[config.mk]
export PLATFORM = sky130hd
export DESIGN_NAME = evt_track_array
export DESIGN_NICKNAME = d
export VERILOG_FILES = /design/src/rtl/evt_track_array.sv
export SDC_FILE = /design/constraint.sdc
export NUM_CORES = 1
export LEC_CHECK = 0
export ABC_AREA = 0
export ABC_CLOCK_PERIOD_IN_PS = 1950
export CELL_PAD_IN_SITES_DETAIL_PLACEMENT = 0
export CELL_PAD_IN_SITES_GLOBAL_PLACEMENT = 2
export CORE_MARGIN = 1
export CORE_UTILIZATION = 33
export CTS_CLUSTER_DIAMETER = 120
export DETAILED_ROUTE_END_ITERATION = 12
export GPL_TIMING_DRIVEN = 0
export PLACE_DENSITY_LB_ADDON = 0.1
export SYNTH_ARGS = -nofsm -noshare
export SYNTH_HDL_FRONTEND = slang
export SYNTH_SLANG_ARGS = --single-unit
[constraint.sdc]
create_clock -name clk -period 1.95 [get_ports clk]
set_input_delay 0.39 -clock clk [delete_from_list [all_inputs] [get_ports clk]]
set_output_delay 0.39 -clock clk [all_outputs]
set_load 0.1 [all_outputs]
[src/rtl/evt_track_array.sv]
// Per-channel event tracker, XOR/OR accumulator and saturating counter; NCH independent channels.
// Latency: inputs flopped once, then tracker/accumulator, then g/h output flops; no backpressure.
module evt_track_array #(
  parameter int NCH = 4,
  parameter int CW  = 4
) (
  input  logic              clk,
  input  logic              rst,
  input  logic              mode,
  input  logic              clr,
  input  logic [NCH-1:0]    e,
  input  logic [NCH-1:0]    f,
  output logic [NCH-1:0]    g,
  output logic [NCH-1:0]    h,
  output logic [NCH*CW-1:0] cnt,
  output logic [NCH-1:0]    sat
);

  localparam logic [CW-1:0] CMAX = '1;

  logic [NCH-1:0] ed, fd, tog, stk, gpre, hpre;
  logic [NCH-1:0] gpre_nxt, tog_nxt, stk_nxt;
  logic           ph;
  logic           trk_en;
  logic [CW-1:0]  cnt_q   [NCH];
  logic [CW-1:0]  cnt_nxt [NCH];

  assign trk_en = ~mode | ph;

  always_comb begin
    gpre_nxt = (tog & (gpre ^ ed)) | (~tog & stk & (gpre | hpre)) | (~tog & ~stk & gpre);
    tog_nxt  = tog;
    stk_nxt  = stk;
    if (trk_en) begin
      // ed wins over fd, so fd only feeds stk on cycles without a primary event
      tog_nxt = tog ^ ed;
      stk_nxt = stk | (~ed & fd & tog);
    end
    for (int i = 0; i < NCH; i++) begin
      cnt_nxt[i] = cnt_q[i];
      if (ed[i] && tog[i] && (cnt_q[i] != CMAX)) cnt_nxt[i] = cnt_q[i] + 1'b1;
    end
  end

  always_ff @(posedge clk) begin
    if (rst) begin
      ed   <= '0;
      fd   <= '0;
      ph   <= 1'b0;
      tog  <= '0;
      stk  <= '0;
      gpre <= '0;
      hpre <= '0;
      g    <= '0;
      h    <= '0;
      sat  <= '0;
      for (int i = 0; i < NCH; i++) cnt_q[i] <= '0;
    end else begin
      ed <= e;
      fd <= f;
      ph <= ~ph;
      g  <= gpre;
      h  <= hpre;
      if (clr) begin
        tog  <= '0;
        stk  <= '0;
        gpre <= '0;
        hpre <= '0;
        sat  <= '0;
        for (int i = 0; i < NCH; i++) cnt_q[i] <= '0;
      end else begin
        tog  <= tog_nxt;
        stk  <= stk_nxt;
        gpre <= gpre_nxt;
        hpre <= gpre & ed;
        for (int i = 0; i < NCH; i++) begin
          cnt_q[i] <= cnt_nxt[i];
          sat[i]   <= (cnt_nxt[i] == CMAX);
        end
      end
    end
  end

  for (genvar i = 0; i < NCH; i++) begin : g_cnt
    assign cnt[i*CW +: CW] = cnt_q[i];
  end

endmodule

# After elaboration in Yosys (flattened, before gate mapping)
# Memories as Yosys holds them, arrays and structs flattened.
# Index checks and enable logic that the tools add are counted.
# totals
regBits,37
latchBits,0
mem_bits_rw,16
mem_bits_ro,0
input_bits,12
mem_count,1
# mem_list
memory,words,width,rd,rd_ports_with_merged_regs,wr,line,source
cnt_q,4,4,4,0,4,25,logic [CW-1:0] cnt_q [NCH];
# classes
addsub,4
mul,0
n_div,0
order_cmp,0
n_eq_ne,8
shifts,0
n_mux,20
bitwise_logic,28
n_reduce_logical,9
# ops
operator,count
$mux W4,12
$and A4 B4 Y4,8
$add A4 B1 Y4 const B,4
$eq A4 B4 Y1 const B,4
$ne A4 B4 Y1 const B,4
$or A4 B4 Y4,4
$not A4 Y4,3
$or A1 B1 Y1,9
$logic_and A1 B1 Y1,8
$mux W1,8
$xor A4 B4 Y4,2
$not A1 Y1,2
$reduce_or A2 Y1,1

# Longest topological paths before layout
# Gate-level depths: netlist of run 1.
# logic_depth
word_depth,5
depth_mapped,5
ltp_nobuf,5

# Least setup slack after synthesis of run 1
# OpenSTA, ideal clock, no wires.
# synth_timing
path_type,register to register
start,mem cnt_q[3][0]
end,"mem cnt_q[3][1], data pin"
setup_time_ns,0.266
arrival_ns,2.040
t_required_ns,1.684
slack_ns,-0.356
stages_incl_launch_ff,6
path_buffers,0
synth_period_minus_slack_ns,2.306
path_cell_list,edfxtp_1 -> ha_1 -> nand2_1 -> o21ai_1 -> mux2i_1 -> nor2_1
# synth_rtl
item,line
from (decl),25

==> metrics, run 1 <==
outcome=completed; PortBufs=39; critical path type=reg -> out; Fmax achieved=529 MHz; Seq/Total Area, Yosys=53.7%; Rows=29; drt first pass iters=4; final wirelength=3960 um; Cell Area, Placed=2770 um2; pwr/cell area=714 nW/um2; Worst Setup End Kind=output pin; largest net degree at the start of global routing=16; DRC=0; Max-Cap Viols=0; HP Start=ph$_SDFF_PP0_; Final Critical Period=1.89 ns; Mapped Cells=207; HP Class=reg -> reg; Startpoint Class=flop; GRT overflow=0; Syn Std Cell Area=2200 um2; total setup buffers inserted after CTS=0; Die H=83.6 um; compound-gate portion of the synthesized area=5.97%; Synth Area in Adders=6.83%; gr usage total=11.9%; Commonest cells post-synth=dfxtp_1, nor2_1, a21oi_1; number of synthesized flops with an enable pin=12; Final Hold Fails=0; ratio of cells with drive above 1 in the final layout=15.8%; Core Region=6390 um2; Root Driver=clkbuf_8; Final Util=44.7%; xor-xnor portion of the synthesized cell area=1.99%; CP max FO=2; Main synth FF type=dfxtp_1; Critical Path RT=1.56 ns; chip width=83.6 um; Crit Reg-Reg Endpoint=cnt_q[3][1]$_SDFFCE_PN0P_; Reg clk slew, reported paths=0.10 ns; synthesized flop and latch total=53; hold endpoint=ph$_SDFF_PP0_; routed len/inst=11.6 um; top post-synthesis cells by area=dfxtp_1, edfxtp_1, ha_1, nor2_1, a21oi_1; VDD IR max=0.000314 V; htree depth=2; die area=7000 um2; Avg Inst Size Synth=10.6 um2; crit path cell chain=dlygate4sd2_1; clk buf depth=2; fin area=2850 um2; period utilization=97.0%; Synth top area share=37.3%; RSZ-0062 raised after global routing=no; FF-to-FF path depth=5; clock latency on the worst-skew pair=0.30 ns; Via density=4.44; simple-gate share of the synthesized area=25.7%; Buf/Inv on CP=1; first-pass GRT wire length=6580 um; Initial Utilization=34.4%; R2R Setup Slk=0.37 ns; family with the most delay on the worst path=buffers and inverters; DP Wirelength=2860 um; gpl congestion=0.748; Critical Path Max Stage Delay=0.85 ns; antenna violations before repair=0; num ports=40; Rel. slew slack=36.2%; multiplexer share of the synthesized area=4.15%; Crit path arrival time=1.50 ns; fin. max-slew vios=0; CP max-delay cell=dlygate4sd2_1; largest area contributor in the netlist=dfxtp_1; actual slew at the worst max-slew pin=0.960 ns; Hold Crit Depth=1; vias in the first global route=1359; CTS tree=built; clock sink total=53; R2R Path Start=cnt_q[3][0]$_SDFFCE_PN0P_; Post-synth ARST share=0%; P&R area growth vs syn=29.7%; synth warn=0; Distinct cells, synth=37; clock skew=0.00957 ns; n_diodes=0; setup TNS=0 ns; via count=1520; Final ANT Viol Nets=0; CTS Buf Count=5; initial DRC count=51; final setup fails=0; Hold Slack=0.399 ns; Leak Pwr=1.20 nW; largest family of logic cells by synthesized area=simple AND/OR/NAND/NOR gates; Tot Pwr=2.04 mW; final net count=288; cell with the most instances after synthesis=dfxtp_1
## cells in the final DEF, fill, tap and decap left out, drive strengths merged, types with 2 or more instances in the layout
cell type | netlist | layout
dfxtp | 41 | 41
nor2 | 31 | 31
a21oi | 19 | 19
clkdlybuf4s15 | 0 | 14
nand2 | 14 | 14
dlygate4sd2 | 0 | 13
edfxtp | 12 | 12
conb | 1 | 12
ha | 12 | 12
clkdlybuf4s50 | 0 | 11
nor2b | 9 | 9
mux2i | 8 | 8
clkbuf | 1 | 8
and2b | 7 | 7
nand3 | 7 | 7
nor3 | 6 | 6
nand2b | 5 | 5
xor2 | 5 | 5
and2 | 4 | 4
buf | 4 | 4
nand4 | 3 | 3
and4b | 3 | 3
clkinv | 0 | 2
## repair_timing
action | in CTS | in global routing
hold buffers | 0 | 0
endpoints found under the setup margin | 28 | 2
pin swaps | 0 | 0
resized for setup | 55 | 2
## final cells by class
type	instances	area, um2
plain buffers	5	28.8
clock buffers	6	82.6
clock inverters	2	8.76
fillers	637	3530
inverters	1	3.75
multi-input cells	159	1060
flip-flops and latches	53	1180
well taps	77	96.3
repair buffers	39	385
## how the worst max path moves through the flow
| stage | startpoint | endpoint | slack (ns) | cells past startpoint |
|---|---|---|---|---|
| after floorplan | cnt_q[3][0]$_SDFFCE_PN0P_ | cnt_q[3][1]$_SDFFCE_PN0P_ | -0.33 | 5 |
| after global placement | cnt_q[2][2]$_SDFFE_PP0P_ | cnt[10] | -0.1 | 1 |
| after detailed placement | cnt_q[2][2]$_SDFFE_PP0P_ | cnt[10] | -0.10 | 1 |
| after CTS | cnt_q[2][3]$_SDFFE_PP0P_ | cnt[11] | 0.0009 | 1 |
| after global routing | cnt_q[3][3]$_SDFFCE_PN0P_ | cnt[15] | 0.02 | 1 |
| final | cnt_q[3][3]$_SDFFCE_PN0P_ | cnt[15] | 0.06 | 1 |
## per-layer routing
metal | global-route usage (%) | wire (um)
met5 | 0 | 0
met4 | 3.70 | 26
met3 | 3.26 | 156
met2 | 17.1 | 1710
met1 | 17.1 | 2070
## metrics by stage
step           cells  worst slack, ns
3_5_place_dp     334           -0.101
6_report         342           0.0579
2_1_floorplan    218           -0.330
5_1_grt          342           0.0154
3_3_place_gp     334          -0.0994
4_1_cts          342         0.000883
## registers in the layout, summed over array words and instances, names as in the netlist
| register | cells |
|---|---|
| ph | 1 |
| fd | 4 |
| stk | 4 |
| tog | 4 |
| hpre | 4 |
| h | 4 |
| cnt_q | 16 |
| g | 4 |
| sat | 4 |
| gpre | 4 |
| ed | 4 |
## power by group
part / switching, mW / internal [mW]
Sequential: 0.0265 / 1.15
Clock: 0.341 / 0.282
Combinational: 0.163 / 0.0769
## kinds of logic after synthesis
family,after synthesis
AO/OA/AOI/OAI,24
other,1
multiplexers,9
adder cells (fa/ha/maj),12
XOR/XNOR,5
AND/OR/NAND/NOR,97
buffers and inverters,6
flip-flops,53
(Power assumes the default switching activity.)
==> run 2, diff against run 1 <==
--- a/config.mk
+++ b/config.mk
@@ -6,11 +6,11 @@
 export NUM_CORES = 1
 export LEC_CHECK = 0
 export ABC_AREA = 0
-export ABC_CLOCK_PERIOD_IN_PS = 1950
+export ABC_CLOCK_PERIOD_IN_PS = 1600
 export CELL_PAD_IN_SITES_DETAIL_PLACEMENT = 0
 export CELL_PAD_IN_SITES_GLOBAL_PLACEMENT = 2
 export CORE_MARGIN = 1
-export CORE_UTILIZATION = 33
+export CORE_UTILIZATION = 29
 export CTS_CLUSTER_DIAMETER = 120
 export DETAILED_ROUTE_END_ITERATION = 12
 export GPL_TIMING_DRIVEN = 0
==> constraint.sdc (replaced) <==
create_clock -name clk -period 1.6 [get_ports clk]
set_input_delay 0.32 -clock clk [delete_from_list [all_inputs] [get_ports clk]]
set_output_delay 0.32 -clock clk [all_outputs]
set_load 0.1 [all_outputs]
==> metrics, run 2 (synthesis gave the netlist of run 1 again) <==
largest net degree at the start of global routing=17 (was 16); clock latency on the worst-skew pair=0.31 ns (was 0.30 ns); fin. max-slew vios=0 (unchanged); clock sink total=53 (unchanged); PortBufs=39 (unchanged); max FFs per register=16 (unchanged); die area=7940 um2 (was 7000 um2); Via density=4.23 (was 4.44); Comb pwr share=11.2% (was 11.8%); fin area=2910 um2 (was 2850 um2); CP max FO=5 (was 2); actual slew at the worst max-slew pin=0.551 ns (was 0.960 ns); pwr/cell area=912 nW/um2 (was 714 nW/um2); chip width=89.1 um (was 83.6 um); Root Driver=clkbuf_8 (unchanged); n_diodes=0 (unchanged); CTS Buf Count=5 (unchanged); Critical Path RT=1.28 ns (was 1.56 ns); vias in the first global route=1487 (was 1359); Rel. slew slack=63.1% (was 36.2%); routed len/inst=11.9 um (was 11.6 um); VDD IR max=0.000403 V (was 0.000314 V); Tot Pwr=2.65 mW (was 2.04 mW); P&R area growth vs syn=32.1% (was 29.7%); RSZ-0062 raised after global routing=no (unchanged); sequential share of power=54.0% (was 57.7%); Reg clk slew, reported paths=0.10 ns (about the same); most common cell after layout, fill and taps aside=dfxtp_1 (unchanged); CP max-delay cell=clkdlybuf4s15_2 (was dlygate4sd2_1); Sw Ratio=26.0% (about the same); most frequent cells in the layout=dfxtp_1, nor2_1, a21oi_1 (unchanged); Final Hold Fails=0 (unchanged); Initial Utilization=30.2% (was 34.4%); initial DRC count=50 (was 51); family with the most delay on the worst path=buffers and inverters (unchanged); Crit path arrival time=1.23 ns (was 1.50 ns); Hold Slack=0.406 ns (was 0.399 ns); Critical Path Max Stage Delay=0.56 ns (was 0.85 ns); clk buf depth=2 (unchanged); Final Util=39.8% (was 44.7%); DP Wirelength=3050 um (was 2860 um); Fmax achieved=647 MHz; Buf/Inv on CP=1 (unchanged); Layout Cells excl Fill=366 (was 342); Post-CTS Hold Buffers=0 (unchanged); Max-Cap Viols=0 (unchanged); htree depth=2 (unchanged); Clk network pwr share=34.8% (was 30.6%); antenna violations before repair=0 (unchanged); num ports=40 (unchanged); clock skew=0.0115 ns (was 0.00957 ns); first-pass GRT wire length=7360 um (was 6580 um); period utilization=96.6%; critical path type=reg -> out (unchanged); gpl congestion=0.681 (was 0.748); crit path cell chain=clkdlybuf4s15_2 (was dlygate4sd2_1); outcome=completed (unchanged); DRC=0 (unchanged); Rows=31 (was 29); ratio of cells with drive above 1 in the final layout=23.2% (was 15.8%); Leak Pwr=1.17 nW (was 1.20 nW); Core Region=7290 um2 (was 6390 um2); Final Critical Period=1.55 ns; drt first pass iters=4 (unchanged); final setup fails=0 (unchanged); via count=1548 (was 1520); HP Class=reg -> reg (unchanged); Cell Area, Placed=2820 um2 (was 2770 um2); Die H=89.1 um (was 83.6 um); Startpoint Class=flop (unchanged); final wirelength=4350 um (was 3960 um); Final ANT Viol Nets=0 (unchanged); final net count=290 (was 288); GRT overflow=0 (unchanged); CTS tree=built (unchanged); net switching power=0.690 mW (was 0.530 mW); internal power=1.96 mW (was 1.51 mW); Top reg by flops=cnt_q (unchanged); Worst Setup End Kind=output pin (unchanged); Cell Count Post-Placement=356 (was 334); gr usage total=12.4% (was 11.9%)
run 2: cell types whose count changed in the layout (fill, tap and decap cells not counted), sizes merged:
cell           change
clkbuf             +3
buf               +12
clkinv             -1
dlymetal6s2s       +1
dlygate4sd2       -13
clkdlybuf4s50      -1
bufinv             +1
run 2: final cells by class:
cell class                      instances  area, um2
Clock buffer                            6       72.6
Timing Repair Buffer                   41        365
Fill cell                             770       4390
Clock inverter                          2       38.8
Tap cell                               99        124
Sequential cell                        53       1190
Buffer                                  5       31.3
Multi-Input combinational cell        159       1080
Inverter                                1       3.75
run 2: power groups by stage:
stage               registers, mW  clock network, mW  logic, mW
CTS                          1.43              0.955      0.296
floorplan                    1.57                  0      0.102
global placement             1.46                  0      0.304
global route                 1.44               1.01      0.321
detailed placement           1.46                  0      0.305
finish                       1.43              0.923      0.296
run 2: repair_timing:
item,CTS,global route
endpoints found under the hold margin,0,0
gates resized for setup,110,8
setup buffers,1,1
setup endpoints to repair,33,9
run 2: per-layer routing:
metal / vias up / track usage, % / part of all wire, %
met3: 5 / 3.32 / 3.9
li1: 824 / - / -
met1: 685 / 16.8 / 52
met2: 34 / 19.3 / 43
met5: - / 0 / 0
met4: 0 / 3.90 / 1.4
run 2: per-stage QoR:
step | TNS [ns] | setup WS, ns
after floorplan | -5.41 | -0.572
after global placement | -13.31 | -0.374
after detailed placement | -13.82 | -0.373
after CTS | 0 | 0.00282
after global routing | 0 | 0.00704
final | 0 | 0.0545
run 2: worst register-to-register path, delay by kind of cell, from the launching register on:
kind                     cells  cell delay, ns
AO/OA/AOI/OAI                1            0.18
multiplexers                 1            0.26
flip-flops                   1            0.46
adder cells (fa/ha/maj)      1            0.20
AND/OR/NAND/NOR              2            0.13
run 2: final timing paths:
check,slack [ns],cells past startpoint,start,endpoint
max,0.05,1,cnt_q[2][3]$_SDFFE_PP0P_,cnt[11]
min,0.41,1,ph$_SDFF_PP0_,ph$_SDFF_PP0_
max reg2reg,0.14,5,cnt_q[3][1]$_SDFFCE_PN0P_,cnt_q[3][1]$_SDFFCE_PN0P_
min reg2reg,0.41,1,ph$_SDFF_PP0_,ph$_SDFF_PP0_
